$ cat src/rtl/i2c_dbg_bus_bridge_if.sv
// Debug-bus interface between the I2C debug bridge and the debug interconnect.
//   master modport : bridge side (drives request, address, write data, byte enables)
//   slave  modport : interconnect side (drives ack, read data, error)
// Signals:
//   dbg_req   request, held until dbg_ack
//   dbg_we    1=write, 0=read
//   dbg_addr  word address (bits[1:0]=0)
//   dbg_wdata write data
//   dbg_be    byte enables
//   dbg_ack   completion pulse
//   dbg_rdata read data, valid with dbg_ack
//   dbg_err   error flag, valid with dbg_ack
interface i2c_dbg_bus_bridge_if;
  logic        dbg_req;
  logic        dbg_we;
  logic [31:0] dbg_addr;
  logic [31:0] dbg_wdata;
  logic [3:0]  dbg_be;
  logic        dbg_ack;
  logic [31:0] dbg_rdata;
  logic        dbg_err;

  modport master (
    output dbg_req, dbg_we, dbg_addr, dbg_wdata, dbg_be,
    input  dbg_ack, dbg_rdata, dbg_err
  );

  modport slave (
    input  dbg_req, dbg_we, dbg_addr, dbg_wdata, dbg_be,
    output dbg_ack, dbg_rdata, dbg_err
  );
endinterface

$ cat src/rtl/i2c_dbg_bus_bridge.sv
// Bridge from the byte-level register interface of the I2C debug subordinate
// to 32-bit debug-bus transactions. A write transaction carries a 4-byte
// little-endian address pointer followed by little-endian data bytes; reads
// fetch whole words and serve them byte by byte with pointer auto-increment.
// Ports:
//   clk, rstn                 clock, asynchronous active-low reset
//   i2c_start / i2c_stop      framing pulses from the subordinate
//   i2c_wr_req/_data/_ready   written-byte handshake (req level, ready pulse)
//   i2c_rd_req/_data/_ready   read-byte handshake (req level, ready pulse)
//   dbg                       debug-bus master port
//   err_sticky                set on bus error or timeout, cleared by start in IDLE
//   busy                      high whenever the FSM is not IDLE
module i2c_dbg_bus_bridge #(
  parameter int unsigned TIMEOUT_CYCLES = 1024,
  parameter logic [31:0] ERR_DATA       = 32'hDEAD_BEEF
) (
  input  logic                        clk,
  input  logic                        rstn,
  input  logic                        i2c_start,
  input  logic                        i2c_stop,
  input  logic                        i2c_wr_req,
  input  logic [7:0]                  i2c_wr_data,
  output logic                        i2c_wr_ready,
  input  logic                        i2c_rd_req,
  output logic [7:0]                  i2c_rd_data,
  output logic                        i2c_rd_ready,
  i2c_dbg_bus_bridge_if.master        dbg,
  output logic                        err_sticky,
  output logic                        busy
);

  localparam int TW = (TIMEOUT_CYCLES > 2) ? $clog2(TIMEOUT_CYCLES) : 1;
  localparam logic [TW-1:0] TMO_LAST = TW'(TIMEOUT_CYCLES - 1);

  typedef enum logic [2:0] {IDLE, ACTIVE, BUS_WR, BUS_RD, RESP} state_e;

  state_e        state;
  logic [31:0]   ptr;
  logic [2:0]    acnt;
  logic [1:0]    dcnt;
  logic [31:0]   wbuf;
  logic [3:0]    beAcc;
  logic [31:0]   rbuf;
  logic [TW-1:0] tmoCnt;
  logic          ignoreReq;
  logic          stopPend;
  logic          startPend;
  logic          oweWr;
  logic          oweRd;

  // Incoming write byte merged into the pointer / data word at the current lane.
  logic [31:0] ptrIns;
  logic [31:0] wbufIns;

  for (genvar gi = 0; gi < 4; gi++) begin : gLane
    assign ptrIns[8*gi +: 8]  = (acnt[1:0] == 2'(gi)) ? i2c_wr_data : ptr[8*gi +: 8];
    assign wbufIns[8*gi +: 8] = (dcnt == 2'(gi))      ? i2c_wr_data : wbuf[8*gi +: 8];
  end

  // The subordinate drops its request one cycle after seeing ready, so the
  // pulse cycle and the cycle after it must not start a new byte.
  logic reqOk;
  assign reqOk = !i2c_wr_ready && !i2c_rd_ready && !ignoreReq;

  always_ff @(posedge clk or negedge rstn) begin
    if (!rstn) begin
      state         <= IDLE;
      ptr           <= '0;
      acnt          <= '0;
      dcnt          <= '0;
      wbuf          <= '0;
      beAcc         <= '0;
      rbuf          <= '0;
      tmoCnt        <= '0;
      ignoreReq     <= 1'b0;
      stopPend      <= 1'b0;
      startPend     <= 1'b0;
      oweWr         <= 1'b0;
      oweRd         <= 1'b0;
      i2c_wr_ready  <= 1'b0;
      i2c_rd_ready  <= 1'b0;
      i2c_rd_data   <= '0;
      dbg.dbg_req   <= 1'b0;
      dbg.dbg_we    <= 1'b0;
      dbg.dbg_addr  <= '0;
      dbg.dbg_wdata <= '0;
      dbg.dbg_be    <= '0;
      err_sticky    <= 1'b0;
      busy          <= 1'b0;
    end else begin
      i2c_wr_ready <= 1'b0;
      i2c_rd_ready <= 1'b0;
      ignoreReq    <= i2c_wr_ready | i2c_rd_ready;

      case (state)
        IDLE: begin
          if (i2c_start) begin
            state      <= ACTIVE;
            busy       <= 1'b1;
            err_sticky <= 1'b0;
            acnt       <= '0;
            dcnt       <= '0;
            beAcc      <= '0;
          end
        end

        ACTIVE: begin
          if (i2c_stop) begin
            if (beAcc != 4'b0000) begin
              // Flush the partially filled word; nothing is owed to the I2C side.
              dbg.dbg_req   <= 1'b1;
              dbg.dbg_we    <= 1'b1;
              dbg.dbg_addr  <= ptr;
              dbg.dbg_wdata <= wbuf;
              dbg.dbg_be    <= beAcc;
              tmoCnt        <= '0;
              oweWr         <= 1'b0;
              oweRd         <= 1'b0;
              stopPend      <= 1'b1;
              startPend     <= 1'b0;
              state         <= BUS_WR;
            end else begin
              // Also discards any partially served read word.
              state <= IDLE;
              busy  <= 1'b0;
              dcnt  <= '0;
            end
          end else if (i2c_start) begin
            acnt  <= '0;
            dcnt  <= '0;
            beAcc <= '0;
          end else if (reqOk && i2c_wr_req) begin
            if (acnt != 3'd4) begin
              ptr          <= (acnt == 3'd3) ? {ptrIns[31:2], 2'b00} : ptrIns;
              acnt         <= acnt + 3'd1;
              i2c_wr_ready <= 1'b1;
            end else begin
              wbuf  <= wbufIns;
              beAcc <= beAcc | (4'b0001 << dcnt);
              dcnt  <= dcnt + 2'd1;
              if (dcnt == 2'd3) begin
                // Full word: keep the last byte stretched until the bus answers.
                dbg.dbg_req   <= 1'b1;
                dbg.dbg_we    <= 1'b1;
                dbg.dbg_addr  <= ptr;
                dbg.dbg_wdata <= wbufIns;
                dbg.dbg_be    <= 4'hF;
                tmoCnt        <= '0;
                oweWr         <= 1'b1;
                oweRd         <= 1'b0;
                stopPend      <= 1'b0;
                startPend     <= 1'b0;
                state         <= BUS_WR;
              end else begin
                i2c_wr_ready <= 1'b1;
              end
            end
          end else if (reqOk && i2c_rd_req) begin
            if (dcnt == 2'd0) begin
              dbg.dbg_req  <= 1'b1;
              dbg.dbg_we   <= 1'b0;
              dbg.dbg_addr <= ptr;
              dbg.dbg_be   <= 4'hF;
              tmoCnt       <= '0;
              oweWr        <= 1'b0;
              oweRd        <= 1'b1;
              stopPend     <= 1'b0;
              startPend    <= 1'b0;
              state        <= BUS_RD;
            end else begin
              i2c_rd_data  <= rbuf[{dcnt, 3'b000} +: 8];
              i2c_rd_ready <= 1'b1;
              dcnt         <= dcnt + 2'd1;
              if (dcnt == 2'd3) ptr <= ptr + 32'd4;
            end
          end
        end

        BUS_WR, BUS_RD: begin
          // Framing events during a bus cycle are replayed once it completes;
          // the most recent one wins.
          if (i2c_stop) begin
            stopPend  <= 1'b1;
            startPend <= 1'b0;
          end else if (i2c_start) begin
            startPend <= 1'b1;
            stopPend  <= 1'b0;
          end
          if (dbg.dbg_ack || (tmoCnt == TMO_LAST)) begin
            dbg.dbg_req <= 1'b0;
            state       <= RESP;
            if (!dbg.dbg_ack || dbg.dbg_err) err_sticky <= 1'b1;
            if (state == BUS_WR) begin
              ptr   <= ptr + 32'd4;
              beAcc <= '0;
              dcnt  <= '0;
            end else begin
              rbuf <= (dbg.dbg_ack && !dbg.dbg_err) ? dbg.dbg_rdata : ERR_DATA;
            end
          end else begin
            tmoCnt <= tmoCnt + TW'(1);
          end
        end

        RESP: begin
          if (oweWr) i2c_wr_ready <= 1'b1;
          if (oweRd) begin
            i2c_rd_data  <= rbuf[7:0];
            i2c_rd_ready <= 1'b1;
            dcnt         <= 2'd1;
          end
          oweWr     <= 1'b0;
          oweRd     <= 1'b0;
          stopPend  <= 1'b0;
          startPend <= 1'b0;
          if (i2c_start || (startPend && !i2c_stop)) begin
            state <= ACTIVE;
            acnt  <= '0;
            dcnt  <= '0;
            beAcc <= '0;
          end else if (i2c_stop || stopPend) begin
            state <= IDLE;
            busy  <= 1'b0;
            dcnt  <= '0;
          end else begin
            state <= ACTIVE;
          end
        end

        default: begin
          state <= IDLE;
          busy  <= 1'b0;
        end
      endcase
    end
  end

endmodule

$ cat src/flat_wrapper.sv
// flat-port wrapper written by rule: the top's interface ports become plain ports
module i2c_dbg_bus_bridge_flat 
#(
  parameter int unsigned TIMEOUT_CYCLES = 1024,
  parameter logic [31:0] ERR_DATA       = 32'hDEAD_BEEF
)
  (clk, rstn, i2c_start, i2c_stop, i2c_wr_req, i2c_wr_data, i2c_wr_ready, i2c_rd_req, i2c_rd_data, i2c_rd_ready, err_sticky, busy, dbg_dbg_req, dbg_dbg_we, dbg_dbg_addr, dbg_dbg_wdata, dbg_dbg_be, dbg_dbg_ack, dbg_dbg_rdata, dbg_dbg_err);
  i2c_dbg_bus_bridge_if dbg_i ();
  input  logic clk;
  input  logic rstn;
  input  logic i2c_start;
  input  logic i2c_stop;
  input  logic i2c_wr_req;
  input  logic [7:0] i2c_wr_data;
  output logic i2c_wr_ready;
  input  logic i2c_rd_req;
  output logic [7:0] i2c_rd_data;
  output logic i2c_rd_ready;
  output logic err_sticky;
  output logic busy;
  output wire logic [$bits(dbg_i.dbg_req)-1:0] dbg_dbg_req;
  output wire logic [$bits(dbg_i.dbg_we)-1:0] dbg_dbg_we;
  output wire logic [$bits(dbg_i.dbg_addr)-1:0] dbg_dbg_addr;
  output wire logic [$bits(dbg_i.dbg_wdata)-1:0] dbg_dbg_wdata;
  output wire logic [$bits(dbg_i.dbg_be)-1:0] dbg_dbg_be;
  input wire logic [$bits(dbg_i.dbg_ack)-1:0] dbg_dbg_ack;
  input wire logic [$bits(dbg_i.dbg_rdata)-1:0] dbg_dbg_rdata;
  input wire logic [$bits(dbg_i.dbg_err)-1:0] dbg_dbg_err;
  assign dbg_dbg_req = dbg_i.dbg_req;
  assign dbg_dbg_we = dbg_i.dbg_we;
  assign dbg_dbg_addr = dbg_i.dbg_addr;
  assign dbg_dbg_wdata = dbg_i.dbg_wdata;
  assign dbg_dbg_be = dbg_i.dbg_be;
  assign dbg_i.dbg_ack = dbg_dbg_ack;
  assign dbg_i.dbg_rdata = dbg_dbg_rdata;
  assign dbg_i.dbg_err = dbg_dbg_err;
  i2c_dbg_bus_bridge #(.TIMEOUT_CYCLES(TIMEOUT_CYCLES), .ERR_DATA(ERR_DATA)) u_core (.clk(clk), .rstn(rstn), .i2c_start(i2c_start), .i2c_stop(i2c_stop), .i2c_wr_req(i2c_wr_req), .i2c_wr_data(i2c_wr_data), .i2c_wr_ready(i2c_wr_ready), .i2c_rd_req(i2c_rd_req), .i2c_rd_data(i2c_rd_data), .i2c_rd_ready(i2c_rd_ready), .dbg(dbg_i), .err_sticky(err_sticky), .busy(busy));
endmodule
$ cat config.mk
export PLATFORM = sky130hd
export DESIGN_NAME = i2c_dbg_bus_bridge_flat
export DESIGN_NICKNAME = d
export VERILOG_FILES = /design/src/rtl/i2c_dbg_bus_bridge_if.sv /design/src/rtl/i2c_dbg_bus_bridge.sv /design/src/flat_wrapper.sv
export SDC_FILE = /design/constraint.sdc
export NUM_CORES = 1
export LEC_CHECK = 0
export BUFFER_PORTS_ARGS = -buffer_cell sky130_fd_sc_hd__clkbuf_2
export CAP_MARGIN = 20
export CORE_MARGIN = 1.5
export CORE_UTILIZATION = 35
export CTS_BUF_LIST = sky130_fd_sc_hd__clkbuf_4 sky130_fd_sc_hd__clkbuf_8
export DETAILED_ROUTE_END_ITERATION = 6
export GPL_TIMING_DRIVEN = 0
export PLACE_DENSITY = 0.53
export SYNTH_ARGS = -nofsm -noshare
export SYNTH_HDL_FRONTEND = slang
export SYNTH_SLANG_ARGS = --single-unit
$ cat constraint.sdc
create_clock -name clk -period 3 [get_ports clk]
set_input_delay 0.15 -clock clk [delete_from_list [all_inputs] [get_ports clk]]
set_output_delay 0.15 -clock clk [all_outputs]
set_load 0.005 [all_outputs]
## Yosys cells after proc, flatten, opt, wreduce, memory -nomap -nowiden

Cells that the tools add are included.

- Bitwise gates (word level): 7
- Shift operators: 2
- Reductions and logical operators: 48
- Equal/unequal tests: 54
- Muxes and demuxes: 158
- Add/sub/neg operators: 4

Operator list:

| operator | count |
|---|---|
| $mux 32 | 24 |
| $mux 8 | 14 |
| $mux 10 | 9 |
| $mux 4 | 16 |
| $pmux 32 s2 | 1 |
| $mux 1 | 48 |
| $mux 3 | 16 |
| $add 32x3->32 const B | 1 |
| $reduce_and 8->1 | 4 |
| $shiftx 32x6->8 | 1 |
| $mux 2 | 15 |
| $reduce_and 7->1 | 4 |
| $ne 3x3->1 const B | 8 |
| $ne 2x2->1 const B | 10 |
| $pmux 10 s2 | 1 |
| $ne 2x1->1 const B | 9 |
| $reduce_and 6->1 | 3 |
| $reduce_and 9->1 | 2 |
| $pmux 4 s4 | 1 |
| $pmux 8 s2 | 1 |
| $ne 3x2->1 const B | 4 |
| $pmux 1 s2 | 6 |
| $pmux 3 s4 | 1 |
| $reduce_bool 3->1 | 4 |
| other kinds (36) | 70 |

- Output and inout bits: 82
- Input port bits: 48
- Word-level logic and storage cells: 297
- Register bits after elaboration: 205

## Longest topological paths before layout

- Word-level depth: 9
- Depth in mapped cells: 10
- Depth with buffers taken out: 7

## Least setup slack after synthesis

OpenSTA, ideal clock, no wires.

- Path type: flip-flop to flip-flop
- From: reg u_core.i2c_rd_ready
- To: reg u_core.dbg.dbg_addr[1]
- Stages on the path, launching flop included: 7
- Setup time: 125 ps
- Period minus slack after synthesis: 2508 ps
- Required time: 2875 ps
- Path buffers: 1
- Arrival: 2383 ps
- Path slack: 492 ps
- Path through: dfrtp_1 -> or4b_1 -> buf_2 -> or4_4 -> a21oi_4 -> o22a_1 -> mux2_2

- Cells in the longest elaborated chain, start to end: 7
- Elaborated cells on any way between the ends: 13
- Classes of those cells: eq/ne (2); mux (3); reduce/logical (8)

Ends and longest elaborated chain:

| item | RTL line | text |
|---|---|---|
| start, declared | i2c_dbg_bus_bridge.sv:26 | `output logic i2c_rd_ready,` |
| start signal, assigned | i2c_dbg_bus_bridge.sv:81 | `i2c_rd_ready <= 1'b0;` |
| start signal, assigned | i2c_dbg_bus_bridge.sv:92 | `i2c_rd_ready <= 1'b0;` |
| start signal, assigned | i2c_dbg_bus_bridge.sv:172 | `i2c_rd_ready <= 1'b1;` |
| $logic_not 1->1 * | i2c_dbg_bus_bridge.sv:63 | `assign reqOk = !i2c_wr_ready && !i2c_rd_ready && !ignoreReq;` |
| $logic_and 1x1->1 * (2 in series) | i2c_dbg_bus_bridge.sv:63 |  |
| parallel branches: the longest is 4 deep, another holds $reduce_and 7->1 | n/a |  |
| end signal, assigned | i2c_dbg_bus_bridge.sv:113 | `dbg.dbg_addr <= ptr;` |
| end signal, assigned | i2c_dbg_bus_bridge.sv:145 | `dbg.dbg_addr <= ptr;` |
| end signal, assigned | i2c_dbg_bus_bridge.sv:162 | `dbg.dbg_addr <= ptr;` |
| end, declared | i2c_dbg_bus_bridge_if.sv:24 | `output dbg_req, dbg_we, dbg_addr, dbg_wdata, dbg_be,` |

Mark *: on every way between the ends. The select of a mux whose other input is x is not followed.
A chain may end at the register's enable or synchronous reset.

## Worst setup path in the final report

- From: reg u_core.dcnt[1]
- To: reg u_core.ptr[25]

- Cells in the longest elaborated chain, start to end: 3
- Elaborated cells on any way between the ends: 5
- Classes of those cells: eq/ne (3); reduce/logical (2)

Ends and longest elaborated chain:

| item | RTL line | text |
|---|---|---|
| start, declared | i2c_dbg_bus_bridge.sv:40 | `logic [1:0] dcnt;` |
| start signal, assigned | i2c_dbg_bus_bridge.sv:140 | `dcnt <= dcnt + 2'd1;` |
| start signal, assigned | i2c_dbg_bus_bridge.sv:173 | `dcnt <= dcnt + 2'd1;` |
| $eq 2x2->1 or $logic_not 2->1 (tied branches) | i2c_dbg_bus_bridge.sv:174, i2c_dbg_bus_bridge.sv:159 |  |
| $ne 3x1->1 (no source line) or $ne 3x3->1 (tied branches) | n/a |  |
| $reduce_and 9->1 (no source line) * | n/a |  |
| end signal, assigned | i2c_dbg_bus_bridge.sv:134 | `ptr <= (acnt == 3'd3) ? {ptrIns[31:2], 2'b00} : ptrIns;` |
| end signal, assigned | i2c_dbg_bus_bridge.sv:174 | `if (dcnt == 2'd3) ptr <= ptr + 32'd4;` |
| end signal, assigned | i2c_dbg_bus_bridge.sv:194 | `ptr <= ptr + 32'd4;` |
| end, declared | i2c_dbg_bus_bridge.sv:38 | `logic [31:0] ptr;` |

Every way passes the cells marked *; elsewhere a longest branch is shown, timed or not.

==> impl_results.md <==
- Core Util, Final: 44.58%
- Count of boundary I/O pins: 130
- DRT Pass-1 Iters: 5
- Post-CTS clock slew at the launch and capture registers of the worst setup and hold paths: 0.06 ns
- DP HPWL: 18.76 mm
- Final routed wirelength across all metal layers: 27.07 mm
- Netlist area before placement: 10030 µm²
- Final Slew Violations: 0
- Clock tree from TritonCTS: yes
- Number of buffers on the longest clock path: 3
- Count of state elements after synthesis: 205
- Count of different cell masters after synthesis: 63
- Die extent in x: 172.3 µm
- Count of clock tree sinks: 205
- H-tree Lvls: 2
- Initial cell density of the core: 35.79%
- Setup crit end kind: flip-flop
- Share of synthesized flip-flops with an asynchronous set or reset: 100.0%
- Clk network pwr share: 26.5%
- Met1 wire length: 13.02 mm
- Type of the worst setup path: reg -> reg
- Share of final-layout standard cells stronger than drive strength 1: 24.48%
- Final count of negative-setup-slack endpoints: 0
- Slew headroom: 33.69%
- Main flop type after synthesis: sky130_fd_sc_hd__dfrtp_1
- Launch point of the worst hold path: dbg_dbg_err
- Startpoint of the most critical register-to-register path: u_core.dcnt[1]
- Grt total ovfl: 0
- Most area-hungry cell type in the Yosys netlist: sky130_fd_sc_hd__dfrtp_1
- Critical Path Source Type: flip-flop
- Number of hold-slack violations in the final timing report: 0
- Internal portion of total power: 7.460 mW
- Final RePlAce weighted congestion: 0.8964
- Count of buffers added by post-CTS timing repair for setup: 0
- Highest clock frequency the design can meet: 353.9 MHz
- Number of warning messages in the yosys log: 0
- # diodes: 0
- Endpoint of the most critical register-to-register path: u_core.ptr[25]
- Number of antenna violations at the first check in global routing: 0
- Crit path buf inv count: 4
- Site Rows: 61
- Sw power: 4.301 mW
- Worst EP required: 3.43 ns
- Met2 Wirelength: 12.23 mm
- Synthesized netlist cell count: 972
- Fin nets: 1230
- Uppermost routed layer: met4
- Top cells by area, synth: sky130_fd_sc_hd__dfrtp_1, sky130_fd_sc_hd__nand2_1, sky130_fd_sc_hd__o21ai_0, sky130_fd_sc_hd__mux2i_1, sky130_fd_sc_hd__mux2_2
- Combinational fraction of design power: 36.1%
- Remaining routing DRC violations: 0
- Routed vias: 8263
- Hold crit path type: in -> reg
- Slowest library cell on the worst path: sky130_fd_sc_hd__clkbuf_1
- Cell chain of the critical path: clkbuf_2 -> inv_1 -> ha_1 -> clkbuf_1 -> nor2b_1 -> mux2i_1 -> o21a_1 -> clkbuf_1 -> nor3_1 -> o22a_1
- Sequential group share of total power: 37.3%
- Final Power: 11.76 mW
- Post-Synthesis Mean Instance Area: 10.31 µm²
- Worst-case hold path end point: u_core.rbuf[14]
- Pin count of the biggest net entering global routing: 108
- Synthesized Nets: 1031
- Clock insertion delay at the later pin of the skew report: 0.55 ns
- Number of flops mapped to enable cells by yosys: 0
- Power density normalized to cell area: 941.7 nW/µm²
- Min Tclk post-route: 2.826 ns
- Worst setup skew after layout: 0.03383 ns
- Largest stage delay, worst path: 0.42 ns
- Placed insts: 1474
- Register-to-Register Setup Slack: 0.17 ns
- Die area: 29670 µm²
- Vias in the first global route: 8020
- Cts bufs inserted: 39
- Routed wire length on met3: 1.244 mm
- Maximum vdd drop: 0.0003534 V
- Top delay family on crit path: buffers and inverters
- Logic depth of the worst register-to-register path: 10
- Reported max-cap violation count: 0
- Placeable core region: 28010 µm²
- Pin slew with the least headroom to its limit: 0.9910 ns
- Leakage component of the power: 5.815 nW
- Setup repair after global routing missed its margin: yes
- Number of DRC violations after detailed-routing iteration 0: 492
- Global router's overall resource usage: 18.65%
- Run status: completed
- Number of nets still failing antenna checks after routing: 0
- Growth of design area from synthesis to finish: 24.56%
- Critical-path maximum fanout: 10
- Share of total power consumed by net switching: 36.57%
- Final clock period utilization by the worst path: 94.19%
- Via-to-Cell Ratio: 5.233
- Register area share after synthesis: 51.17%
- Count of input and output buffers: 122
- Crit path DAT: 3.26 ns
- Vertical die dimension: 172.3 µm
- Yosys top cell area share: 51.17%
- WHS Path Cells: 4
- Cell occurring most often along the worst timing path: sky130_fd_sc_hd__clkbuf_1
- Non-filler instance count after layout: 1579
- Final TNS setup: 0 ns
- Global-route wire length before repair: 43.44 mm
- Buffer type at the clock tree root: sky130_fd_sc_hd__clkbuf_8
- Wire per inst: 17.14 µm
worst register-to-register path, cell delays in order, from the launching register on:
cell and delay (ns):
sky130_fd_sc_hd__dfrtp_1 0.39, sky130_fd_sc_hd__clkbuf_2 0.28, sky130_fd_sc_hd__inv_1 0.20, sky130_fd_sc_hd__ha_1 0.16
sky130_fd_sc_hd__clkbuf_1 0.32, sky130_fd_sc_hd__nor2b_1 0.12, sky130_fd_sc_hd__mux2i_1 0.23, sky130_fd_sc_hd__o21a_1 0.22
sky130_fd_sc_hd__clkbuf_1 0.42, sky130_fd_sc_hd__nor3_1 0.12, sky130_fd_sc_hd__o22a_1 0.25
cells in the final DEF (no fill, tap or decap), types with 8 or more instances in the layout:
master / instances
sky130_fd_sc_hd__a31oi_1: 28
sky130_fd_sc_hd__clkinv_2: 8
sky130_fd_sc_hd__o221ai_1: 8
sky130_fd_sc_hd__nand2b_1: 10
sky130_fd_sc_hd__ha_1: 11
sky130_fd_sc_hd__mux2_2: 39
sky130_fd_sc_hd__nor3_1: 30
sky130_fd_sc_hd__o31ai_1: 8
sky130_fd_sc_hd__clkbuf_8: 48
sky130_fd_sc_hd__nand2_1: 139
sky130_fd_sc_hd__clkbuf_1: 50
sky130_fd_sc_hd__nor4_1: 9
sky130_fd_sc_hd__o22a_1: 26
sky130_fd_sc_hd__dlygate4sd3_1: 33
sky130_fd_sc_hd__inv_1: 23
sky130_fd_sc_hd__clkbuf_2: 126
sky130_fd_sc_hd__dfrtp_1: 205
sky130_fd_sc_hd__mux2_4: 29
sky130_fd_sc_hd__nand4_1: 10
sky130_fd_sc_hd__nand3_1: 20
sky130_fd_sc_hd__mux2i_1: 45
sky130_fd_sc_hd__a21oi_1: 27
sky130_fd_sc_hd__o21ai_0: 95
sky130_fd_sc_hd__clkbuf_4: 9
sky130_fd_sc_hd__nor2_1: 51
worst max-delay path by stage:
stage          cells past startpoint                       end  slack, ns           startpoint
2_1_floorplan                      6    u_core.dbg.dbg_addr[1]       0.49  u_core.i2c_rd_ready
3_3_place_gp                       1           u_core.rbuf[31]      -2.41                 rstn
3_5_place_dp                       9             u_core.ptr[2]      -0.40       u_core.dcnt[1]
4_1_cts                            7            u_core.dcnt[0]       0.13     u_core.tmoCnt[0]
5_1_grt                            8  u_core.dbg.dbg_wdata[21]       0.01  u_core.i2c_rd_ready
6_report                          10            u_core.ptr[25]       0.17       u_core.dcnt[1]
cell families after synthesis:
logic type | Yosys count | synth area share [%]
simple gates | 309 | 14.34
buf+inv | 85 | 3.419
flops | 205 | 51.17
compound gates | 248 | 16.39
fa+ha+maj | 12 | 1.473
mux | 113 | 13.22
synthesized netlist by cell type, types with 11 or more instances:
| cell type | number |
|---|---|
| sky130_fd_sc_hd__nand2_1 | 139 |
| sky130_fd_sc_hd__a31oi_1 | 29 |
| sky130_fd_sc_hd__nor2_1 | 51 |
| sky130_fd_sc_hd__inv_1 | 23 |
| sky130_fd_sc_hd__clkbuf_1 | 54 |
| sky130_fd_sc_hd__o22a_1 | 26 |
| sky130_fd_sc_hd__o21ai_0 | 96 |
| sky130_fd_sc_hd__ha_1 | 11 |
| sky130_fd_sc_hd__nand3_1 | 20 |
| sky130_fd_sc_hd__a21oi_1 | 28 |
| sky130_fd_sc_hd__nor3_1 | 31 |
| sky130_fd_sc_hd__mux2_4 | 29 |
| sky130_fd_sc_hd__dfrtp_1 | 205 |
| sky130_fd_sc_hd__mux2_2 | 39 |
| sky130_fd_sc_hd__mux2i_1 | 45 |
repair_timing:
action | 4_1_cts | 5_1_grt
gates cloned | 0 | 0
hold endpoints to repair | 130 | 0
gates resized for setup | 8 | 12
hold buffers | 33 | 0
setup endpoints to repair | 38 | 49
through the flow:
stage / instance area [µm²] / setup WS, ns / hold WS, ns
finish: 12490 / 0.1744 / 0.03108
global route: 12490 / 0.009792 / 0.05025
CTS: 12430 / 0.1271 / 0.01253
detailed placement: 11150 / -0.4024 / 0.2997
global placement: 11110 / -2.413 / 0.3715
floorplan: 10030 / 0.4920 / -0.1456
registers in the layout, summed over array words and instances, names as in the netlist, 2 cells and up:
| name | cells |
|---|---|
| u_core.acnt | 3 |
| u_core.beAcc | 4 |
| u_core.dbg.dbg_addr | 32 |
| u_core.dbg.dbg_be | 4 |
| u_core.dbg.dbg_wdata | 32 |
| u_core.dcnt | 2 |
| u_core.i2c_rd_data | 8 |
| u_core.ptr | 32 |
| u_core.rbuf | 32 |
| u_core.state | 3 |
| u_core.tmoCnt | 10 |
| u_core.wbuf | 32 |
per-layer routing:
layer	vias to the layer above	track usage, %
met5	-	0
met4	0	5.293
met3	45	3.525
met2	223	29.10
met1	4052	26.31
li1	3943	-
cell type report:
cell class | count | area [µm²]
plain buffers | 62 | 261.5
well taps | 378 | 473.0
clock buffers | 56 | 714.4
flip-flops and latches | 205 | 5130
multi-input cells | 682 | 4643
inverters | 23 | 86.33
fillers | 2778 | 15520
repair buffers | 158 | 987.2
clock inverters | 15 | 192.7
power by group through the flow:
stage | sequential [mW] | clock [mW] | combinational (mW)
CTS | 4.40 | 3.21 | 4.19
floorplan | 4.24 | 0 | 2.84
finish | 4.39 | 3.12 | 4.25
global route | 4.52 | 3.34 | 4.75
global placement | 4.41 | 0 | 4.07
detailed placement | 4.44 | 0 | 4.10
Power figures use the tool's default switching activity.
